File: src/rtl/sync_fork_param.sv
// Eager fork: one upstream handshake fans out to SIZE branches.
// Each branch completes independently; done_cnt counts finished jobs.
module sync_fork_param #(
  parameter int SIZE      = 2,
  parameter int WIDTH     = 8,
  parameter int CNT_WIDTH = 16
) (
  input  logic                 clk,
  input  logic                 rst,
  input  logic                 req_in,
  output logic                 ack_in,
  input  logic [WIDTH-1:0]     data_in,
  input  logic [SIZE-1:0]      mask_in,
  output logic [SIZE-1:0]      req_out,
  input  logic [SIZE-1:0]      ack_out,
  output logic [WIDTH-1:0]     data_out,
  output logic [CNT_WIDTH-1:0] done_cnt
);

  typedef enum logic {
    IDLE = 1'b0,
    BUSY = 1'b1
  } state_e;

  state_e               state_q, state_d;
  logic [SIZE-1:0]      pend_q, pend_d;
  logic [WIDTH-1:0]     data_q, data_d;
  logic [CNT_WIDTH-1:0] cnt_q, cnt_d;
  logic                 ack_q, ack_d;
  logic [SIZE-1:0]      xfer;

  always_comb begin
    state_d = state_q;
    pend_d  = pend_q;
    data_d  = data_q;
    cnt_d   = cnt_q;
    xfer    = pend_q & ack_out;
    unique case (state_q)
      IDLE: begin
        // ack_q gates acceptance so the cycle after reset takes nothing
        if (ack_q && req_in) begin
          if (|mask_in) begin
            data_d  = data_in;
            pend_d  = mask_in;
            state_d = BUSY;
          end else begin
            cnt_d = cnt_q + CNT_WIDTH'(1);
          end
        end
      end
      BUSY: begin
        pend_d = pend_q & ~xfer;
        if (pend_d == '0) begin
          state_d = IDLE;
          cnt_d   = cnt_q + CNT_WIDTH'(1);
        end
      end
      default: state_d = IDLE;
    endcase
    ack_d = (state_d == IDLE);
  end

  always_ff @(posedge clk or negedge rst) begin
    if (!rst) begin
      state_q <= IDLE;
      pend_q  <= '0;
      data_q  <= '0;
      cnt_q   <= '0;
      ack_q   <= 1'b0;
    end else begin
      state_q <= state_d;
      pend_q  <= pend_d;
      data_q  <= data_d;
      cnt_q   <= cnt_d;
      ack_q   <= ack_d;
    end
  end

  assign ack_in   = ack_q;
  assign req_out  = pend_q;
  assign data_out = data_q;
  assign done_cnt = cnt_q;

endmodule

File: config.mk
export PLATFORM = sky130hd
export DESIGN_NAME = sync_fork_param
export DESIGN_NICKNAME = d
export VERILOG_FILES = /design/src/rtl/sync_fork_param.sv
export SDC_FILE = /design/constraint.sdc
export NUM_CORES = 1
export LEC_CHECK = 0
export CAP_MARGIN = 20
export CORE_MARGIN = 2
export CORE_UTILIZATION = 40
export CTS_CLUSTER_SIZE = 8
export DETAILED_ROUTE_END_ITERATION = 6
export DONT_BUFFER_PORTS = 1
export SLEW_MARGIN = 10
export SYNTH_ARGS = -nofsm -noshare
export SYNTH_HDL_FRONTEND = slang
export SYNTH_SLANG_ARGS = --single-unit
File: constraint.sdc
create_clock -name clk -period 2.09 [get_ports clk]
set_input_delay 0.209 -clock clk [delete_from_list [all_inputs] [get_ports clk]]
set_output_delay 0.209 -clock clk [all_outputs]
set_load 0.05 [all_outputs]
# Word-level counts from Yosys, hierarchy flattened
# Cells that the tools add are included.
# totals
output_inout_bits,27
n_memories,0
register_bits,28
wordCells,32
ramBits,0
latch_bits,0
romBits,0
# op_classes
div_mod_pow,0
bitwise_logic,5
n_mux,11
eq_ne,4
order_cmp,0
reduce_logical,6
shifts,0
multipliers,0
n_addsub,1
# op_table
cell,n
two-way mux 16 bit,3
one-hot mux 16 bit (2 select lines),1
"adder 16 x 1 -> 16 bit, second input constant",1
"inequality test 2 bit, second input constant",3
AND reduction 3 bit,2
bitwise AND 2 bit,2
two-way mux 2 bit,2
one-hot mux 2 bit (2 select lines),1
two-way mux 1 bit,3
logical NOT 2 bit,1
"inequality test 2 x 1 -> 1 bit, second input constant",1
inverter 1 bit,2
inverter 2 bit,1
one-hot mux 1 bit (2 select lines),1
AND reduction 2 bit,1
OR reduction 2 bit,1
logical AND 1 bit,1

# Longest topological paths before layout
# Gate-level depths: netlist of run 1.
# logic_depth
word_depth,7
mapped_depth,5
depth_no_buf,4

# Worst setup path before layout of run 1
# OpenSTA, ideal clock, no wires.
# synth_path
path_kind,reg-to-reg
from,register cnt_q[2] (netlist: done_cnt[2])
to,register cnt_q[12] (netlist: done_cnt[12])
path_slack_ps,380
t_arrival_ps,1628
setup_ps,82
stages_incl_launch_ff,5
t_required_ps,2008
cell_sequence,dfrtp_1 and4_1 nand2_1 nor4b_4 xor2_1
# synth_between
elab_chain_cells,4
word_cells_on_any_way,5
cone_classes,add/sub (1); mux (4)
# synth_lines
element,line_no,source
from (decl),28,"logic [CNT_WIDTH-1:0] cnt_q, cnt_d;"
from (signal assigned),74,cnt_q <= cnt_d;
adder 16 x 1 -> 16 bit (*),"47, 55",
two-way mux 16 bit,42,if (|mask_in) begin
two-way mux 16 bit,41,if (ack_q && req_in) begin
one-hot mux 16 bit (2 select lines) (*),38,unique case (state_q)
# Mark *: on every way between the ends. The rest lies on a longest branch, timed or not. The select of a mux whose other input is x is not followed.
# A chain may end at the register's enable or synchronous reset.

# Worst setup path in the final report of run 1
# layout_path
from,register state_q
to,register cnt_q[9] (netlist: done_cnt[9])
# layout_between
elab_chain_cells,3
word_cells_on_any_way,6
cone_classes,eq/ne (3); mux (1); bitwise (1); reduce/logical (1)
# layout_lines
element,line_no,source
from (decl),25,"state_e state_q, state_d;"
from (signal assigned),71,state_q <= state_d;
inverter 1 bit (no source line),-,
inequality test 2 bit (no source line),-,
AND reduction 3 bit (no source line),-,
# Parallel ways exist; a longest one is shown, timed or not.

==> metrics, run 1 <==
Worst Path Arrival 1840 ps; Seq pwr share 0.490; Fmax between 0.6 and 0.7 GHz; crit start category flip-flop; Seq/Total Area, Yosys 0.541; CTS Buf Count 3; share of layout cells above drive strength 1 0.254; Slew Limit Fails 0; # IOs between 40 and 50; total power 0.00223 W; Placer Congestion slightly above 0.7; #FFs+latches synth 28; Synth cell types 27; most frequent cells after synthesis dfrtp_1, nand2_1, xor2_1, mux2_2; Synth Warn # 0; 1st-pass router iterations 4; post-route cell area 1600 um^2; Worst Max-Slew Pin Slew 593 ps; dpl hpwl around 1900 um; vias in the first global route 918; n_diodes 0; synth-to-layout area growth 23.6%; max_slew headroom 0.605; Clock Skew 2.66 ps; most frequent cell after synthesis dfrtp_1; required time worst endpoint 2310 ps; final period utilization 0.775; GRT Util Overall 0.151; vias 886; total die area approximately 3700 um^2; H-Tree Depth 1; placed standard-cell area 1450 um^2; Rows 20; power per cell area 1390 nW/um^2; Max clock buf depth 2; initial antenna violation count 0; setup_tns 0 ps; status complete, no violations; initial core utilization 0.421; Post-Syn Nets 118; mapped cell area 1290 um^2; VDD IR-drop max 0.727 mV; post-synth top area cell dfrtp_1; Port-buffer cells 0; Post-Syn Instances 102; top fanout value on the critical path 11; CTS tree done; RSZ-0062 raised after global routing false; sw power between 0.001 and 0.0015 W; DRC viols 0; DRT antenna net count 0; prevailing post-synth register cell dfrtp_1; leakage between 0.7 and 0.8 nW; core region area a little over 3000 um^2; Async S/R FF share, synth 1.00; Final Hold Viols 0; CP endpoint kind flip-flop; switching share of power 0.497; routed vias/inst around 5.1; post-CTS setup buffer count 0; Logic pwr share 0.393; Power Internal 0.00112 W; Sinks on Clock Net 28; DIE WIDTH a little over 60 um; top cells by area, synth dfrtp_1, mux2_2, xor2_1; Post-synth EDFFs 0; Finish-stage setup viols 0; root buffer cell clkbuf_4; Iter 0 DRT Violations 18; first-pass GRT wire length 4110 um; clock latency at the later pin of the worst-skew pair ~320 ps; WL/cell 14.6 um; largest net degree at the start of global routing 29; Clock transition at path regs around 140 ps; GR Overflow Total 0; number of max-cap violations 0; Final Critical Period 1620 ps; top-area cell type share of the netlist area 0.541; final WL 2530 um; Clock power frac 0.117; FF-to-FF setup slack 470 ps; die height 60.9 um; Mean Syn Cell Area between 10 and 15 um^2; worst hold path type in -> reg; Final #Nets 147; CP Class reg -> reg
[path summary, 6_finish.rpt]
check | startpoint | end | cells after the start
worst max-delay path | state_q | done_cnt[9] | 5
min in group asynchronous | rst | data_out[1] | 2
worst max register to register | state_q | done_cnt[9] | 5
max in group asynchronous | rst | done_cnt[11] | 2
worst min register to register | done_cnt[1] | done_cnt[1] | 2
worst min-delay path | ack_out[1] | req_out[1] | 2
[power by group through the flow]
stage	Sequential, W	Clock (W)	Combinational [W]
3_3_place_gp	0.00110	0	0.000840
4_1_cts	0.00109	0.000274	0.000877
5_1_grt	0.00112	0.000300	0.000948
6_report	0.00109	0.000261	0.000878
2_1_floorplan	0.00138	0	0.000356
3_5_place_dp	0.00111	0	0.000856
[registers in the layout, summed over array words and instances (netlist names)]
register  count
ack_in        1
data_out      8
done_cnt     16
req_out       2
state_q       1
[area by class of cell]
class | instances | area, um^2
multi-input combinational | 71 | 574
sequential | 28 | 701
clock buffer | 4 | 36.3
timing repair buffer | 26 | 230
inverter | 1 | 3.75
fill | 284 | 1480
tap | 44 | 55.1
[layout by cell type (no fill, tap or decap), drive strengths merged, types with 4 or more instances in the layout]
cell         netlist  routed
xnor2              6       6
clkbuf             0       4
nand2             12      12
buf                2      17
dlygate4sd3        0       9
xor2               9       9
dfrtp             28      28
nand3              6       6
mux2               8       8
[kinds of logic (layout without fill, tap and decap cells)]
kind of cell,count (synthesis),count (layout),share of synthesized area
XOR/XNOR,15,15,0.101
AND/OR/NAND/NOR,42,42,0.237
buffers and inverters,3,31,0.0155
flip-flops,28,28,0.541
AO/OA/AOI/OAI,5,5,0.0261
multiplexers,8,8,0.0696
adder cells (fa/ha/maj),1,1,0.00966
[metal layers]
metal	GRT usage	vias up	wire, um
met1	0.189	443	1060
met3	0.0448	2	168
met5	0	-	0
met2	0.244	24	1280
li1	-	417	-
met4	0.0652	0	21
[worst max-delay path: stages, from the launching register on]
cell and delay [ps]:
dfrtp_1 480, and3b_1 230, a32oi_1 170, buf_4 250, and4bb_2 260, xor2_1 130
[per-stage QoR]
| stage | setup WS, ps | hold WS (ps) | util | std cells |
|---|---|---|---|---|
| after floorplan | 380 | -86.6 | - | 102 |
| after global placement | 549 | -86.0 | 0.472 | 160 |
| after detailed placement | 509 | -86.0 | 0.472 | 160 |
| after CTS | 481 | 5.72 | 0.497 | 167 |
| after global routing | 344 | 133 | 0.520 | 174 |
| final | 470 | 142 | 0.520 | 174 |
[repair_timing]
item,in CTS,in global routing
hold buffers,3,7
hold endpoints to repair,29,7
gates resized for setup,0,0
endpoints found under the setup margin,0,0
Power figures use the tool's default switching activity.
==> run 2: changes to the inputs <==
==> constraint.sdc (replaced) <==
create_clock -name clk -period 1.7 [get_ports clk]
set_input_delay 0.17 -clock clk [delete_from_list [all_inputs] [get_ports clk]]
set_output_delay 0.17 -clock clk [all_outputs]
set_load 0.05 [all_outputs]
==> metrics, run 2 (synthesis gave the netlist of run 1 again) <==
GR peak layer met2; root buffer cell clkbuf_4; post-CTS resize count 0 (unchanged); power per cell area 1680 nW/um^2 (+20%); share of layout cells above drive strength 1 0.296 (+0.0425); DRC viols 0 (unchanged); Worst Hold Launch ack_out[0]; largest net degree at the start of global routing 29 (unchanged); dpl hpwl 1820 um (-1.9%); clock latency at the later pin of the worst-skew pair 320 ps (about the same); Worst Hold End req_out[0]; largest stage delay on the critical path 400 ps (-80 ps); number of max-cap violations 0 (unchanged); Crit path max-delay family simple AND/OR/NAND/NOR gates; GR Layer Usage met1 0.164 (-0.0252); Final Critical Period 1490 ps (-125 ps); leakage 0.811 nW (+3.1%); total die area 3710 um^2 (unchanged); final period utilization 0.879 (+0.104); GR Overflow Total 0 (unchanged); Layout Utilization 0.533 (+0.0130); core region area 3080 um^2 (unchanged); Hold Path Depth 2 (unchanged); max_slew headroom 0.670 (+0.0652); n_diodes 0 (unchanged); H-Tree Depth 1 (unchanged); Final #Nets 152 (+3.4%); reg2reg start ack_in; commonest non-fill, non-tap cells in the layout dfrtp_1, buf_4, nand2_1; CP Class reg -> reg; Iter 0 DRT Violations 8 (-10); Fmax 0.669 GHz (+8.4%); required time worst endpoint 1920 ps (-390 ps); Sinks on Clock Net 28 (unchanged); setup_tns 0 ps (unchanged); WL/cell 13.5 um (-7.1%); # IOs 42 (unchanged); Port-buffer cells 0 (unchanged); final WL 2420 um (-4.4%); WP buf/inv 1 (unchanged); met3 GRT Util 0.0213 (-0.0235); initial antenna violation count 0 (unchanged); vias in the first global route 883 (-3.8%); VDD IR-drop max 1.10 mV (+51%); Final Hold Viols 0 (unchanged); Max clock buf depth 2 (unchanged); initial core utilization 0.421 (unchanged); GRT Util Overall 0.144 (-0.00741); Cell Chain, Critical Path and3b_1 > a32oi_1 > buf_4 > and4bb_2 > xor2_1; CTS Buf Count 3 (unchanged); crit start category flip-flop; Rows 20 (unchanged); RSZ-0062 raised after global routing false; total power 0.00275 W (+23%); max reg flops 16 (unchanged); slowest CP cell dfrtp_1; die height 60.9 um (unchanged); fill count 287 (+1.1%); Global Route met2 Usage 0.269 (+0.0246); Placer Congestion 0.785 (+11%); CP endpoint kind flip-flop; worst hold path type in -> reg; Clock Skew 1.47 ps (-1.20 ps); Worst Max-Slew Pin Slew 495 ps (-97.8 ps); 1st-pass router iterations 4 (unchanged); Slew Limit Fails 0 (unchanged); R2R depth 5 (unchanged); reg2reg end done_cnt[9]; status complete, no violations; CTS tree done; synth-to-layout area growth 26.7%; Finish-stage setup viols 0 (unchanged); vias 861 (-2.8%); routed vias/inst 4.81 (-5.5%); top fanout value on the critical path 11 (unchanged); commonest non-fill, non-tap cell in the layout dfrtp_1; first-pass GRT wire length 3920 um (-4.5%); FF-to-FF setup slack 210 ps (-260 ps); Clock transition at path regs 140 ps (about the same); DRT antenna net count 0 (unchanged); Worst Path Arrival 1720 ps (-120 ps); DIE WIDTH 60.9 um (unchanged)
[run 2: cell types whose count changed in the layout (fill, tap and decap cells not counted), sizes merged]
| cell | delta |
|---|---|
| buf | +5 |
[run 2: area by class of cell]
type / instances / area (um^2) / share of cell area
well taps: 44 / 55.1 / 0.0336
inverters: 1 / 3.75 / 0.00229
repair buffers: 31 / 268 / 0.163
clock buffers: 4 / 36.3 / 0.0221
flip-flops and latches: 28 / 703 / 0.429
multi-input cells: 71 / 574 / 0.350
[run 2: stage by stage]
stage,cell area (um^2),instances,worst slack [ps],hold WS (ps)
2_1_floorplan,1300,102,3.55,-126
3_5_place_dp,1490,165,221,-125
4_1_cts,1640,179,199,85.7
5_1_grt,1640,179,123,110
6_report,1640,179,205,102
3_3_place_gp,1490,165,241,-125
[run 2: worst max path at each step]
stage | from | to | slack, ps | cells past startpoint
global route | state_q | done_cnt[12] | 120 | 5
global placement | ack_in | done_cnt[9] | 240 | 5
CTS | ack_in | done_cnt[9] | 200 | 5
detailed placement | ack_in | done_cnt[9] | 220 | 5
finish | ack_in | done_cnt[9] | 210 | 5
floorplan | done_cnt[4] | done_cnt[12] | 4 | 4
[run 2: repair_timing]
action | 4_1_cts | 5_1_grt
endpoints found under the hold margin | 36 | 0
hold buffers | 10 | 0
setup buffers | 0 | 0
[run 2: power breakdown]
part	internal [W]	leakage [nW]	switching [W]	total, W
Sequential	0.000865	0.354	0.000472	0.00134
Combinational	0.000399	0.436	0.000693	0.00109
Clock	0.000131	0.0210	0.000188	0.000319
[run 2: metal layers]
| layer | share of wire | wire (um) |
|---|---|---|
| met3 | 0.048 | 117 |
| met1 | 0.39 | 955 |
| met4 | 0.0079 | 19 |
| met5 | 0 | 0 |
| met2 | 0.55 | 1330 |
